## src/rtl/cnn_mac_pkg.sv

```systemverilog
// Shared types and arithmetic helpers for the conv-layer MAC pipeline.
// round_shift/sat_* are used by the output stage and mirror its rounding rule.
package cnn_mac_pkg;

    localparam int unsigned WideWidth = 64;

    typedef logic signed [WideWidth-1:0] wide_t;

    typedef struct packed {
        logic first;
        logic last;
    } tap_flags_t;

    function automatic int unsigned clog2(input int unsigned value);
        int unsigned res;
        longint unsigned span;
        res  = 0;
        span = 1;
        while (span < longint'(value)) begin
            span = span << 1;
            res  = res + 1;
        end
        return res;
    endfunction

    function automatic int unsigned prod_width(input int unsigned a_width,
                                               input int unsigned b_width);
        return a_width + b_width;
    endfunction

    function automatic wide_t sat_max(input int unsigned width);
        return (wide_t'(1) <<< (width - 1)) - wide_t'(1);
    endfunction

    function automatic wide_t sat_min(input int unsigned width);
        return -(wide_t'(1) <<< (width - 1));
    endfunction

    // Round half toward +inf, then arithmetic shift; shift of 0 is a pass-through.
    function automatic wide_t round_shift(input wide_t value, input int unsigned shift);
        wide_t half;
        if (shift == 0) begin
            return value;
        end
        half = wide_t'(1) <<< (shift - 1);
        return (value + half) >>> shift;
    endfunction

endpackage

```

## src/rtl/cnn_mac_pipe_mul.sv

```systemverilog
// STAGES-deep signed multiplier with a shared enable; valid and an opaque sideband
// vector travel in lock-step with the product. Data regs are reset-free for DSP packing.
module cnn_mac_pipe_mul
    import cnn_mac_pkg::*;
#(
    parameter int unsigned A_WIDTH    = 14,
    parameter int unsigned B_WIDTH    = 7,
    parameter int unsigned STAGES     = 2,
    parameter int unsigned SIDE_WIDTH = 34
) (
    input  logic                                         clk_i,
    input  logic                                         rst_i,
    input  logic                                         en_i,
    input  logic                                         valid_i,
    input  logic signed [A_WIDTH-1:0]                    a_i,
    input  logic signed [B_WIDTH-1:0]                    b_i,
    input  logic        [SIDE_WIDTH-1:0]                 side_i,
    output logic                                         valid_o,
    output logic signed [prod_width(A_WIDTH, B_WIDTH)-1:0] prod_o,
    output logic        [SIDE_WIDTH-1:0]                 side_o
);

    localparam int unsigned ProdWidth = prod_width(A_WIDTH, B_WIDTH);

    logic signed [ProdWidth-1:0]  mul_c;
    logic signed [ProdWidth-1:0]  prod_q [STAGES];
    logic        [SIDE_WIDTH-1:0] side_q [STAGES];
    logic        [STAGES-1:0]     valid_q;

    assign mul_c = ProdWidth'(a_i) * ProdWidth'(b_i);

    always_ff @(posedge clk_i or posedge rst_i) begin
        if (rst_i) begin
            valid_q <= '0;
        end else if (en_i) begin
            valid_q[0] <= valid_i;
            for (int unsigned s = 1; s < STAGES; s++) begin
                valid_q[s] <= valid_q[s-1];
            end
        end
    end

    always_ff @(posedge clk_i) begin
        if (en_i) begin
            prod_q[0] <= mul_c;
            side_q[0] <= side_i;
            for (int unsigned s = 1; s < STAGES; s++) begin
                prod_q[s] <= prod_q[s-1];
                side_q[s] <= side_q[s-1];
            end
        end
    end

    assign valid_o = valid_q[STAGES-1];
    assign prod_o  = prod_q[STAGES-1];
    assign side_o  = side_q[STAGES-1];

endmodule

```

## src/rtl/cnn_mac_pipe.sv

```systemverilog
// Pipelined signed MAC: NUM_TAPS products summed onto a bias, rounded, rescaled and
// saturated to DOUT_WIDTH. A single advance signal stalls the whole pipe.
module cnn_mac_pipe
    import cnn_mac_pkg::*;
#(
    parameter int unsigned DIN0_WIDTH = 14,
    parameter int unsigned DIN1_WIDTH = 7,
    parameter int unsigned ACC_WIDTH  = 32,
    parameter int unsigned DOUT_WIDTH = 16,
    parameter int unsigned FRAC_SHIFT = 6,
    parameter int unsigned MUL_STAGES = 2,
    parameter int unsigned NUM_TAPS   = 9
) (
    input  logic                         clk_i,
    input  logic                         rst_i,
    input  logic                         ce_i,
    input  logic                         in_valid_i,
    output logic                         in_ready_o,
    input  logic signed [DIN0_WIDTH-1:0] din0_i,
    input  logic signed [DIN1_WIDTH-1:0] din1_i,
    input  logic signed [ACC_WIDTH-1:0]  bias_i,
    output logic                         out_valid_o,
    input  logic                         out_ready_i,
    output logic signed [DOUT_WIDTH-1:0] dout_o,
    output logic                         dout_sat_o
);

    localparam int unsigned ProdWidth = prod_width(DIN0_WIDTH, DIN1_WIDTH);
    localparam int unsigned CntWidth  = (NUM_TAPS > 1) ? clog2(NUM_TAPS) : 1;
    localparam int unsigned SideWidth = ACC_WIDTH + $bits(tap_flags_t);
    localparam logic [CntWidth-1:0] LastTap = CntWidth'(NUM_TAPS - 1);

    if (ACC_WIDTH < ProdWidth + clog2(NUM_TAPS) + 1) begin : gen_acc_width_check
        $error("ACC_WIDTH too narrow to hold NUM_TAPS products without overflow");
    end
    if (MUL_STAGES < 1 || NUM_TAPS < 1 || ACC_WIDTH > WideWidth) begin : gen_param_check
        $error("MUL_STAGES and NUM_TAPS must be >= 1 and ACC_WIDTH <= 64");
    end

    logic                        advance;
    logic                        accept;
    logic [CntWidth-1:0]         tap_cnt_q, tap_cnt_d;
    tap_flags_t                  in_flags, mul_flags;
    logic                        mul_valid;
    logic signed [ProdWidth-1:0] mul_prod;
    logic [SideWidth-1:0]        mul_side;
    logic signed [ACC_WIDTH-1:0] mul_bias;
    logic signed [ACC_WIDTH-1:0] prod_ext;

    logic signed [ACC_WIDTH-1:0]  acc_q, acc_d;
    logic                         acc_valid_q, acc_valid_d;
    logic                         acc_last_q, acc_last_d;
    logic                         out_valid_q, out_valid_d;
    logic signed [DOUT_WIDTH-1:0] dout_q, dout_d;
    logic                         dout_sat_q, dout_sat_d;
    wide_t                        rounded, clipped;
    logic                         clip;

    // A held, unconsumed result blocks the pipe so nothing in flight can be lost.
    assign advance    = ce_i & ~(out_valid_q & ~out_ready_i);
    assign in_ready_o = advance & ~rst_i;
    assign accept     = in_valid_i & in_ready_o;

    assign in_flags.first = (tap_cnt_q == '0);
    assign in_flags.last  = (tap_cnt_q == LastTap);
    assign tap_cnt_d      = !accept       ? tap_cnt_q :
                            in_flags.last ? '0        : tap_cnt_q + 1'b1;

    cnn_mac_pipe_mul #(
        .A_WIDTH    (DIN0_WIDTH),
        .B_WIDTH    (DIN1_WIDTH),
        .STAGES     (MUL_STAGES),
        .SIDE_WIDTH (SideWidth)
    ) u_mul (
        .clk_i   (clk_i),
        .rst_i   (rst_i),
        .en_i    (advance),
        .valid_i (accept),
        .a_i     (din0_i),
        .b_i     (din1_i),
        .side_i  ({bias_i, in_flags}),
        .valid_o (mul_valid),
        .prod_o  (mul_prod),
        .side_o  (mul_side)
    );

    assign {mul_bias, mul_flags} = mul_side;
    assign prod_ext              = ACC_WIDTH'(mul_prod);

    always_comb begin
        acc_d       = acc_q;
        acc_valid_d = acc_valid_q;
        acc_last_d  = acc_last_q;
        if (advance) begin
            acc_valid_d = mul_valid;
            acc_last_d  = mul_flags.last;
            if (mul_valid) begin
                acc_d = (mul_flags.first ? mul_bias : acc_q) + prod_ext;
            end
        end
    end

    always_comb begin
        rounded = round_shift(WideWidth'(acc_q), FRAC_SHIFT);
        clipped = rounded;
        clip    = 1'b0;
        if (rounded > sat_max(DOUT_WIDTH)) begin
            clipped = sat_max(DOUT_WIDTH);
            clip    = 1'b1;
        end else if (rounded < sat_min(DOUT_WIDTH)) begin
            clipped = sat_min(DOUT_WIDTH);
            clip    = 1'b1;
        end

        out_valid_d = out_valid_q;
        dout_d      = dout_q;
        dout_sat_d  = dout_sat_q;
        if (advance) begin
            out_valid_d = acc_valid_q & acc_last_q;
            if (acc_valid_q & acc_last_q) begin
                dout_d     = DOUT_WIDTH'(clipped);
                dout_sat_d = clip;
            end
        end
    end

    always_ff @(posedge clk_i or posedge rst_i) begin
        if (rst_i) begin
            tap_cnt_q   <= '0;
            acc_q       <= '0;
            acc_valid_q <= 1'b0;
            acc_last_q  <= 1'b0;
            out_valid_q <= 1'b0;
            dout_q      <= '0;
            dout_sat_q  <= 1'b0;
        end else begin
            tap_cnt_q   <= tap_cnt_d;
            acc_q       <= acc_d;
            acc_valid_q <= acc_valid_d;
            acc_last_q  <= acc_last_d;
            out_valid_q <= out_valid_d;
            dout_q      <= dout_d;
            dout_sat_q  <= dout_sat_d;
        end
    end

    assign out_valid_o = out_valid_q;
    assign dout_o      = dout_q;
    assign dout_sat_o  = dout_sat_q;

endmodule

```

## config.mk

```make
export PLATFORM = sky130hd
export DESIGN_NAME = cnn_mac_pipe
export DESIGN_NICKNAME = d
export VERILOG_FILES = /design/src/rtl/cnn_mac_pkg.sv /design/src/rtl/cnn_mac_pipe_mul.sv /design/src/rtl/cnn_mac_pipe.sv
export SDC_FILE = /design/constraint.sdc
export NUM_CORES = 1
export LEC_CHECK = 0
export BUFFER_PORTS_ARGS = -buffer_cell sky130_fd_sc_hd__buf_2
export CORE_MARGIN = 2
export CORE_UTILIZATION = 30
export CTS_BUF_LIST = sky130_fd_sc_hd__clkbuf_8
export CTS_CLUSTER_DIAMETER = 150
export DETAILED_ROUTE_END_ITERATION = 7
export HOLD_SLACK_MARGIN = 0.08
export MAX_ROUTING_LAYER = met4
export PLACE_DENSITY = 0.53
export SYNTH_ARGS = -nofsm -noshare
export SYNTH_HDL_FRONTEND = slang
export SYNTH_SLANG_ARGS = --single-unit
```

## constraint.sdc

```tcl
create_clock -name clk_i -period 6.24 [get_ports clk_i]
set_clock_uncertainty 0.2 [all_clocks]
set_input_delay 0.624 -clock clk_i [delete_from_list [all_inputs] [get_ports clk_i]]
set_output_delay 0.624 -clock clk_i [all_outputs]
set_load 0.02 [all_outputs]
```

; ---- Word-level counts from Yosys, hierarchy flattened
; Memory sizes are Yosys's and may differ from the RTL's.
; Cells that the tools add are included.
[totals]
latchBits = 0
mem_bits_rw = 110
input_bits = 58
ff_bits = 58
mem_count = 2
elab_cells = 36
rom_bits = 0
[mem_list]
columns = name, words, word_bits, rd, rd_clocked_by_memory_dff, write_ports, line
row1 = u_mul.side_q, 2, 34, 2, 0, 2, cnn_mac_pipe_mul.sv:27  ; logic [SIDE_WIDTH-1:0] side_q [STAGES];
row2 = u_mul.prod_q, 2, 21, 2, 0, 2, cnn_mac_pipe_mul.sv:26  ; logic signed [ProdWidth-1:0] prod_q [STAGES];
[op_classes]
n_eq_ne = 1
n_div = 0
add_sub_neg = 3
n_mul = 1
bitwise_logic = 8
n_mux = 8
reduce_logical = 3
shifts = 0
n_lt_le_gt_ge = 2
[op_table]
columns = operator, count
row1 = $add A32 B7 Y33 const B, 1
row2 = $add A32 B21 Y32, 1
row3 = $mux W16, 2
row4 = $mux W32, 1
row5 = $gt A27 B16 Y1 const B, 1
row6 = $lt A27 B16 Y1 const B, 1
row7 = $mul A14 B7 Y21, 1
row8 = $and A1 B1 Y1, 5
row9 = $add A4 B1 Y4 const B, 1
row10 = $eq A4 B4 Y1 const B, 1
row11 = $logic_not A4 Y1, 1
row12 = $mux W1, 4
row13 = $mux W4, 1
row14 = $reduce_and A2 Y1, 2
row15 = $not A1 Y1, 3

; ---- Longest topological paths before layout
; Gate-level depths: netlist of run 1.
[logic_depth]
ltp_word = 6
mapped_depth = 20

; ---- Hierarchy
; From an unflattened synthesis of run 1, not the netlist that was laid out.
[hier_totals]
hier_cells = 1144
area_unflattened_um2 = 12162.9
[by_module_without_submodules]
columns = mod, seq_area_each_um2, cells_per_inst, area_each_um2, n_inst
row1 = cnn_mac_pipe_mul, 3353.2, 593, 7439.6, 1
row2 = cnn_mac_pipe, 1401.3, 551, 4723.3, 1

; ---- Worst setup path before layout of run 1
; Ideal clock, no wire load.
[synth_timing]
path_kind = input -> register
startpoint = input din1_i[6]
endpoint = memory u_mul.prod_q[0][20] (netlist bit) (data pin)
setup_slack_ps = 1058
cell_stages = 18
n_path_buf = 1
t_arrival_ps = 4722
setup_time_ps = 260
required_time_ps = 5780
cell_sequence = inv_1 -> clkbuf_1 -> nor2_1 -> fa_1 -> fa_1 -> fa_1 -> inv_1 -> fa_1 -> inv_1 -> ha_1 -> a21o_1 -> a21oi_1 -> o22ai_1 -> a21oi_1 -> a21oi_1 -> a211o_1 -> a21oi_1 -> xnor2_1
[synth_lines]
columns = element, line
row1 = start: declaration, cnn_mac_pipe.sv:20  ; input logic signed [DIN1_WIDTH-1:0] din1_i,
row2 = end: declaration, cnn_mac_pipe_mul.sv:26

==> flow_metrics.py, run 1 <==
metrics = {
    "status": {
        "status": "complete, no violations",
    },
    "global_route": {
        "track_usage_pct": 12.3,
        "grt_max_degree": 87,
        "grt_pass1_vias": 7302,
        "grt_pass1_wl_um": 37500,
        "antenna_found_initial": 0,
        "grt.overflow.total": 0,
    },
    "clock_tree": {
        "cts-root-buf": "clkbuf_8",
        "htreeDepth": 4,
        "clk_path_buf_depth": 2,
        "numClockSinks": 168,
        "worst_skew_pair.late_latency_ns": 0.47,
        "cts_setup_buffers": 0,
        "cts_tree": "built",
        "cts_made_buffers": 17,
        "cts.reportedPaths.clkPinSlew_ns": 0.10,
    },
    "synthesis": {
        "synthTopCellsByCount": "114 x inv_1, 110 x edfxtp_1, 79 x nand2_1",
        "yosysTopAreaCellShare_pct": 28.9,
        "ys_seq_elements": 168,
        "yosysMostFrequentCell": "inv_1",
        "ys_warn_count": 0,
        "synth_edf_count": 110,
        "syn_inst": 1023,
        "syn-num-nets": 1232,
        "synth.largest_area_cell": "edfxtp_1",
        "syn_area_mm2": 0.0114,
        "synth_seq_area_share_pct": 41.6,
        "yosys.cell_types.count": 65,
        "synth.area.top_cells": "edfxtp_1 29%, fa_1 13%, dfrtp_1 13%",
        "async_flop_share_pct": 34.5,
        "synthFlopType": "edfxtp_1",
        "syn_avg_cell_area_um2": 11.2,
    },
    "placement": {
        "place_ws_ns": 0.636,
        "gp_congestion": 0.791,
        "portBuffers": 76,
        "hpwlAfterDp_um": 17200,
    },
    "routing": {
        "drt_iter0_markers": 341,
        "routed_wl_um": 22300,
        "drc_errors": 0,
        "wl_per_cell_um": 13.7,
        "drt-vias-per-instance": 4.44,
        "dr.pass1.iters": 4,
        "drtAntennaViolNets": 0,
        "vias": 7220,
    },
    "pwr": {
        "power_frac_comb_pct": 50.0,
        "p_sw_mw": 2.08,
        "p_seq_share_pct": 35.1,
        "swShare_pct": 40.5,
        "powerDensity_mw_per_mm2": 401,
        "p_int_mw": 3.05,
        "ir_drop_mv": 0.165,
        "fin_total_pwr_mw": 5.13,
        "clkPwrFrac_pct": 14.9,
        "p_leak_nw": 5.62,
    },
    "setup_path": {
        "endpoint_kind": "register",
        "critPathKind": "primary input to register",
        "required_ns": 6.27,
        "cp_data_arrival_time_ns": 5.13,
        "start_kind": "primary input",
        "crit_fanout": 11,
    },
    "layout": {
        "fin_nets": 1310,
        "antenna_cells": 0,
        "syn2layout_area_growth_pct": 12.1,
        "utilization_pct": 34.1,
        "drive_gt1_share_pct": 15.8,
    },
    "sta": {
        "timing.hold.ws_ns": 0.119,
        "rsz0062_at_grt": "no",
        "setup_tns_ns": 0,
        "period_share_pct": 81.8,
        "period_needed_ns": 5.10,
        "hold_violations": 0,
        "worst_slack_ns": 1.14,
        "slew_violations": 0,
        "finalSetupViolCount": 0,
        "max-slew-margin-rel_pct": 26.3,
        "tightest_slew_ns": 1.10,
        "fmax_mhz": 196,
    },
    "die": {
        "top_level_ports": 77,
        "dieArea_mm2": 0.0397,
        "die_h_um": 199,
        "rows": 71,
        "start_util_pct": 30.4,
        "dieWidth_um": 199,
        "core_region_area_mm2": 0.0376,
    },
    "min_path": {
        "min_path_type": "primary input to register",
    },
    "flow_run": {
        "cap_violations": 0,
    },
}
## power by group through the flow
stage / Clock (mW) / Sequential [mW] / Combinational (mW)
after detailed placement: 0 / 1.83 / 2.58
after global placement: 0 / 1.83 / 2.54
after CTS: 0.803 / 1.81 / 2.60
after floorplan: 0 / 1.80 / 2.03
after global routing: 0.839 / 1.85 / 2.95
final: 0.766 / 1.80 / 2.57
## area by class of cell
| class | instances | area, µm² |
|---|---|---|
| flip-flops and latches | 168 | 4750 |
| repair buffers | 86 | 465 |
| multi-input cells | 714 | 6120 |
| clock inverters | 14 | 148 |
| well taps | 511 | 639 |
| clock buffers | 18 | 248 |
| fillers | 3809 | 24800 |
| inverters | 114 | 430 |
## final timing paths
path | cells past startpoint | startpoint | slack, ns | endpoint
worst max-delay path | 19 | din1_i[6] | 1.14 | u_mul.prod_q[0][17]$_DFFE_PP_
worst min-delay path | 1 | bias_i[1] | 0.12 | u_mul.side_q[0][3]$_DFFE_PP_
worst max register to register | 12 | u_mul.side_q[0][35]$_DFFE_PP_ | 1.88 | acc_q[31]$_DFFE_PP0P_
worst min register to register | 0 | u_mul.prod_q[0][10]$_DFFE_PP_ | 0.22 | u_mul.prod_q[0][31]$_DFFE_PP_
max in group asynchronous | 3 | rst_i | 5.14 | acc_q[4]$_DFFE_PP0P_
min in group asynchronous | 3 | rst_i | 0.17 | tap_cnt_q[1]$_DFFE_PP0P_
## per-stage QoR
stage / instances / cell area (µm²)
floorplan: 1023 / 11400
global placement: 1589 / 12400
detailed placement: 1589 / 12400
CTS: 1625 / 12800
global route: 1625 / 12800
finish: 1625 / 12800
## state kept, by name, summed over array words and instances, names as in the netlist
| signal | cells |
|---|---|
| acc_last_q | 1 |
| acc_q | 32 |
| acc_valid_q | 1 |
| dout_o | 16 |
| dout_sat_o | 1 |
| out_valid_o | 1 |
| tap_cnt_q | 4 |
| u_mul.prod_q | 42 |
| u_mul.side_q | 68 |
| u_mul.valid_q | 2 |
## per-layer routing
layer / global-route usage, % / vias to the layer above / part of all wire (%)
met5: - / - / 0
met1: 16.9 / 3423 / 51
li1: - / 3668 / -
met4: 3.73 / 0 / 1.3
met3: 2.18 / 20 / 3.5
met2: 18.4 / 109 / 44
## layout by cell type (no fill, tap or decap), types with 3 or more instances in the layout
| master | Yosys | final |
|---|---|---|
| and3_4 | 5 | 5 |
| o21bai_1 | 8 | 8 |
| nor3b_1 | 3 | 3 |
| or3_1 | 6 | 6 |
| buf_4 | 0 | 6 |
| a31oi_1 | 6 | 6 |
| nand3_1 | 17 | 17 |
| mux2_2 | 38 | 38 |
| buf_2 | 1 | 76 |
| a21o_1 | 23 | 23 |
| and3_1 | 7 | 7 |
| or2_2 | 5 | 5 |
| and2_1 | 74 | 74 |
| clkbuf_8 | 0 | 18 |
| o21ai_0 | 48 | 48 |
| and4_1 | 3 | 3 |
| a21boi_0 | 3 | 3 |
| edfxtp_1 | 110 | 110 |
| inv_8 | 0 | 8 |
| nor2_1 | 34 | 34 |
| a211oi_1 | 10 | 10 |
| ha_1 | 76 | 76 |
| nor2b_1 | 7 | 7 |
| nand2_1 | 79 | 78 |
| nand4_1 | 4 | 4 |
| o211ai_1 | 3 | 3 |
| xnor2_1 | 37 | 37 |
| a21oi_1 | 39 | 39 |
| o21a_1 | 9 | 9 |
| o31ai_1 | 6 | 6 |
| nand2b_1 | 8 | 8 |
| mux2i_1 | 5 | 5 |
| nor3_1 | 18 | 18 |
| xor2_1 | 25 | 25 |
| dfrtp_1 | 58 | 58 |
| fa_1 | 75 | 75 |
| dlygate4sd3_1 | 0 | 4 |
| inv_1 | 114 | 112 |
## worst max-delay path, cell delays in order
cell      delay, ns
buf_2          0.14
inv_1          0.30
nor2_1         0.13
fa_1           0.52
fa_1           0.52
fa_1           0.54
inv_1          0.05
fa_1           0.53
inv_1          0.04
ha_1           0.32
inv_1          0.05
o21bai_1       0.14
a21o_1         0.17
a21oi_1        0.09
o21ai_0        0.28
a21oi_1        0.14
o21ai_0        0.26
nand2_1        0.14
xnor2_1        0.14
## repair_timing
item,in CTS,in global routing
endpoints found under the hold margin,4,0
resized for setup,0,0
hold buffers,4,0
## kinds of logic (layout without fill, tap and decap cells)
group | count (synthesis) | after routing | synth area share, %
AND/OR/NAND/NOR | 281 | 281 | 13.2
AO/OA/AOI/OAI | 177 | 177 | 9.96
flip-flops | 168 | 168 | 41.6
adder cells (fa/ha/maj) | 151 | 151 | 21.5
buffers and inverters | 141 | 232 | 4.84
XOR/XNOR | 62 | 62 | 4.75
multiplexers | 43 | 43 | 4.18
Power figures use the tool's default switching activity.
==> inputs of run 2 (changes only) <==
- clock period: 6.24 -> 5.2 ns (I/O delays scaled with it)
==> run 2 against run 1 <==
  * Register-to-register slack worse by 1.2 ns
  * Largest cell class unchanged
  * Critical path depth is 1 higher
  * Core utilization is 1.3 points higher
  * Routed wire length is 0.59% higher
  * Sequential cell count stayed put
==> flow_metrics.py, run 2 (synthesis results as in run 1) <==
metrics = {
    "die": {
        "rows": 71,
        "dieWidth_um": 199,
        "die_h_um": 199,
        "core_region_area_mm2": 0.0376,
        "start_util_pct": 30.4,
        "top_level_ports": 77,
        "dieArea_mm2": 0.0397,
    },
    "sta": {
        "period_share_pct": 93.3,
        "fmax_mhz": 206,
        "finalSetupViolCount": 0,
        "hold_violations": 0,
        "setup_tns_ns": 0,
        "rsz0062_at_grt": "no",
        "tightest_slew_ns": 1.09,
        "period_needed_ns": 4.85,
        "max-slew-margin-rel_pct": 27.3,
        "slew_violations": 0,
    },
    "layout": {
        "largest-register": "u_mul.side_q",
        "syn2layout_area_growth_pct": 16.5,
        "most-common-layout-cells": "113 x inv_1, 110 x edfxtp_1, 78 x nand2_1",
        "drive_gt1_share_pct": 17.3,
        "largest_reg_flops": 68,
        "fin_nets": 1367,
        "final_common_cell": "inv_1",
        "largestRegisters": "u_mul.side_q: 68 flops, u_mul.prod_q: 42 flops, acc_q: 32 flops",
        "utilization_pct": 35.4,
    },
    "pwr": {
        "fin_total_pwr_mw": 6.26,
        "p_leak_nw": 5.87,
        "powerDensity_mw_per_mm2": 470,
        "ir_drop_mv": 0.174,
    },
    "clock_tree": {
        "cts.repair.resized": 0,
        "clk_path_buf_depth": 2,
        "cts_tree": "built",
        "numClockSinks": 168,
        "cts-root-buf": "clkbuf_8",
        "cts.reportedPaths.clkPinSlew_ns": 0.10,
        "htreeDepth": 4,
        "worst_skew_pair.late_latency_ns": 0.48,
        "cts_made_buffers": 17,
    },
    "global_route": {
        "antenna_found_initial": 1,
        "grt_max_degree": 87,
        "grt.overflow.total": 0,
        "grt_pass1_wl_um": 38100,
        "track_usage_pct": 12.4,
        "grt_pass1_vias": 7562,
    },
    "status": {
        "status": "complete, no violations",
    },
    "setup_path": {
        "cp_data_arrival_time_ns": 4.97,
        "crit_fanout": 11,
        "critPathKind": "primary input to register",
        "endpoint_kind": "register",
        "required_ns": 5.31,
        "start_kind": "primary input",
    },
    "routing": {
        "drt-vias-per-instance": 4.42,
        "wl_per_cell_um": 13.3,
        "vias": 7445,
        "drtAntennaViolNets": 0,
        "routed_wl_um": 22400,
        "dr.pass1.iters": 4,
        "drt_iter0_markers": 374,
        "drc_errors": 0,
    },
    "min_path": {
        "min_path_type": "primary input to register",
    },
    "placement": {
        "portBuffers": 76,
        "gp_congestion": 0.794,
        "hpwlAfterDp_um": 17200,
    },
    "flow_run": {
        "cap_violations": 0,
    },
}
-- run 2: layer usage --
layer  global-route usage, %  share of wire [%]
met2                    19.2                 45
met1                    16.8                 51
met4                    3.62                1.3
met5                       -                  0
met3                    1.94                3.5
-- run 2: area by class of cell --
| cell class | instances | area (µm²) |
|---|---|---|
| fillers | 3740 | 24300 |
| multi-input cells | 714 | 6120 |
| inverters | 114 | 430 |
| clock buffers | 17 | 234 |
| well taps | 511 | 639 |
| clock inverters | 15 | 163 |
| flip-flops and latches | 168 | 4750 |
| diodes | 1 | 2.50 |
| repair buffers | 143 | 966 |
-- run 2: critical path, stage by stage --
cell	delay (ns)
buf_2	0.16
and2_1	0.19
fa_1	0.49
inv_1	0.05
fa_1	0.49
inv_1	0.06
fa_1	0.53
inv_1	0.05
fa_1	0.52
inv_1	0.04
ha_1	0.31
a21oi_1	0.20
o21bai_1	0.09
a21o_1	0.19
a21oi_1	0.19
o21ai_0	0.13
a21oi_1	0.24
o21ai_0	0.14
a211o_1	0.28
o211ai_1	0.09
-- run 2: what timing repair did --
action	CTS	global route
setup buffers	0	0
setup endpoints to repair	0	0
hold buffers	33	0
endpoints found under the hold margin	58	0
-- run 2: per-stage QoR --
stage	instance area [µm²]	instances	hold WS, ns	setup WS, ns
global placement	12600	1617	0.203	-0.0456
detailed placement	12600	1617	0.205	-0.139
floorplan	11400	1023	0.200	0.122
global route	13300	1683	0.188	0.108
finish	13300	1683	0.196	0.347
CTS	13300	1682	0.151	0.381
-- run 2: path summary, 6_finish.rpt --
check / from / to / slack (ns) / cells past startpoint
worst max-delay path: din1_i[1] / u_mul.prod_q[0][19]$_DFFE_PP_ / 0.35 / 20
worst min-delay path: in_valid_i / u_mul.valid_q[0]$_DFFE_PP0P_ / 0.20 / 3
worst max register to register: u_mul.side_q[0][35]$_DFFE_PP_ / acc_q[31]$_DFFE_PP0P_ / 0.73 / 12
worst min register to register: u_mul.prod_q[0][16]$_DFFE_PP_ / u_mul.prod_q[0][37]$_DFFE_PP_ / 0.22 / 0
max in group asynchronous: rst_i / acc_q[5]$_DFFE_PP0P_ / 3.66 / 4
min in group asynchronous: rst_i / tap_cnt_q[2]$_DFFE_PP0P_ / 0.62 / 4
-- run 2: power breakdown --
group          internal (mW)  switching [mW]  total (mW)
combinational           1.50            1.69        3.18
clock                  0.361           0.552       0.913
sequential              1.88           0.282        2.16
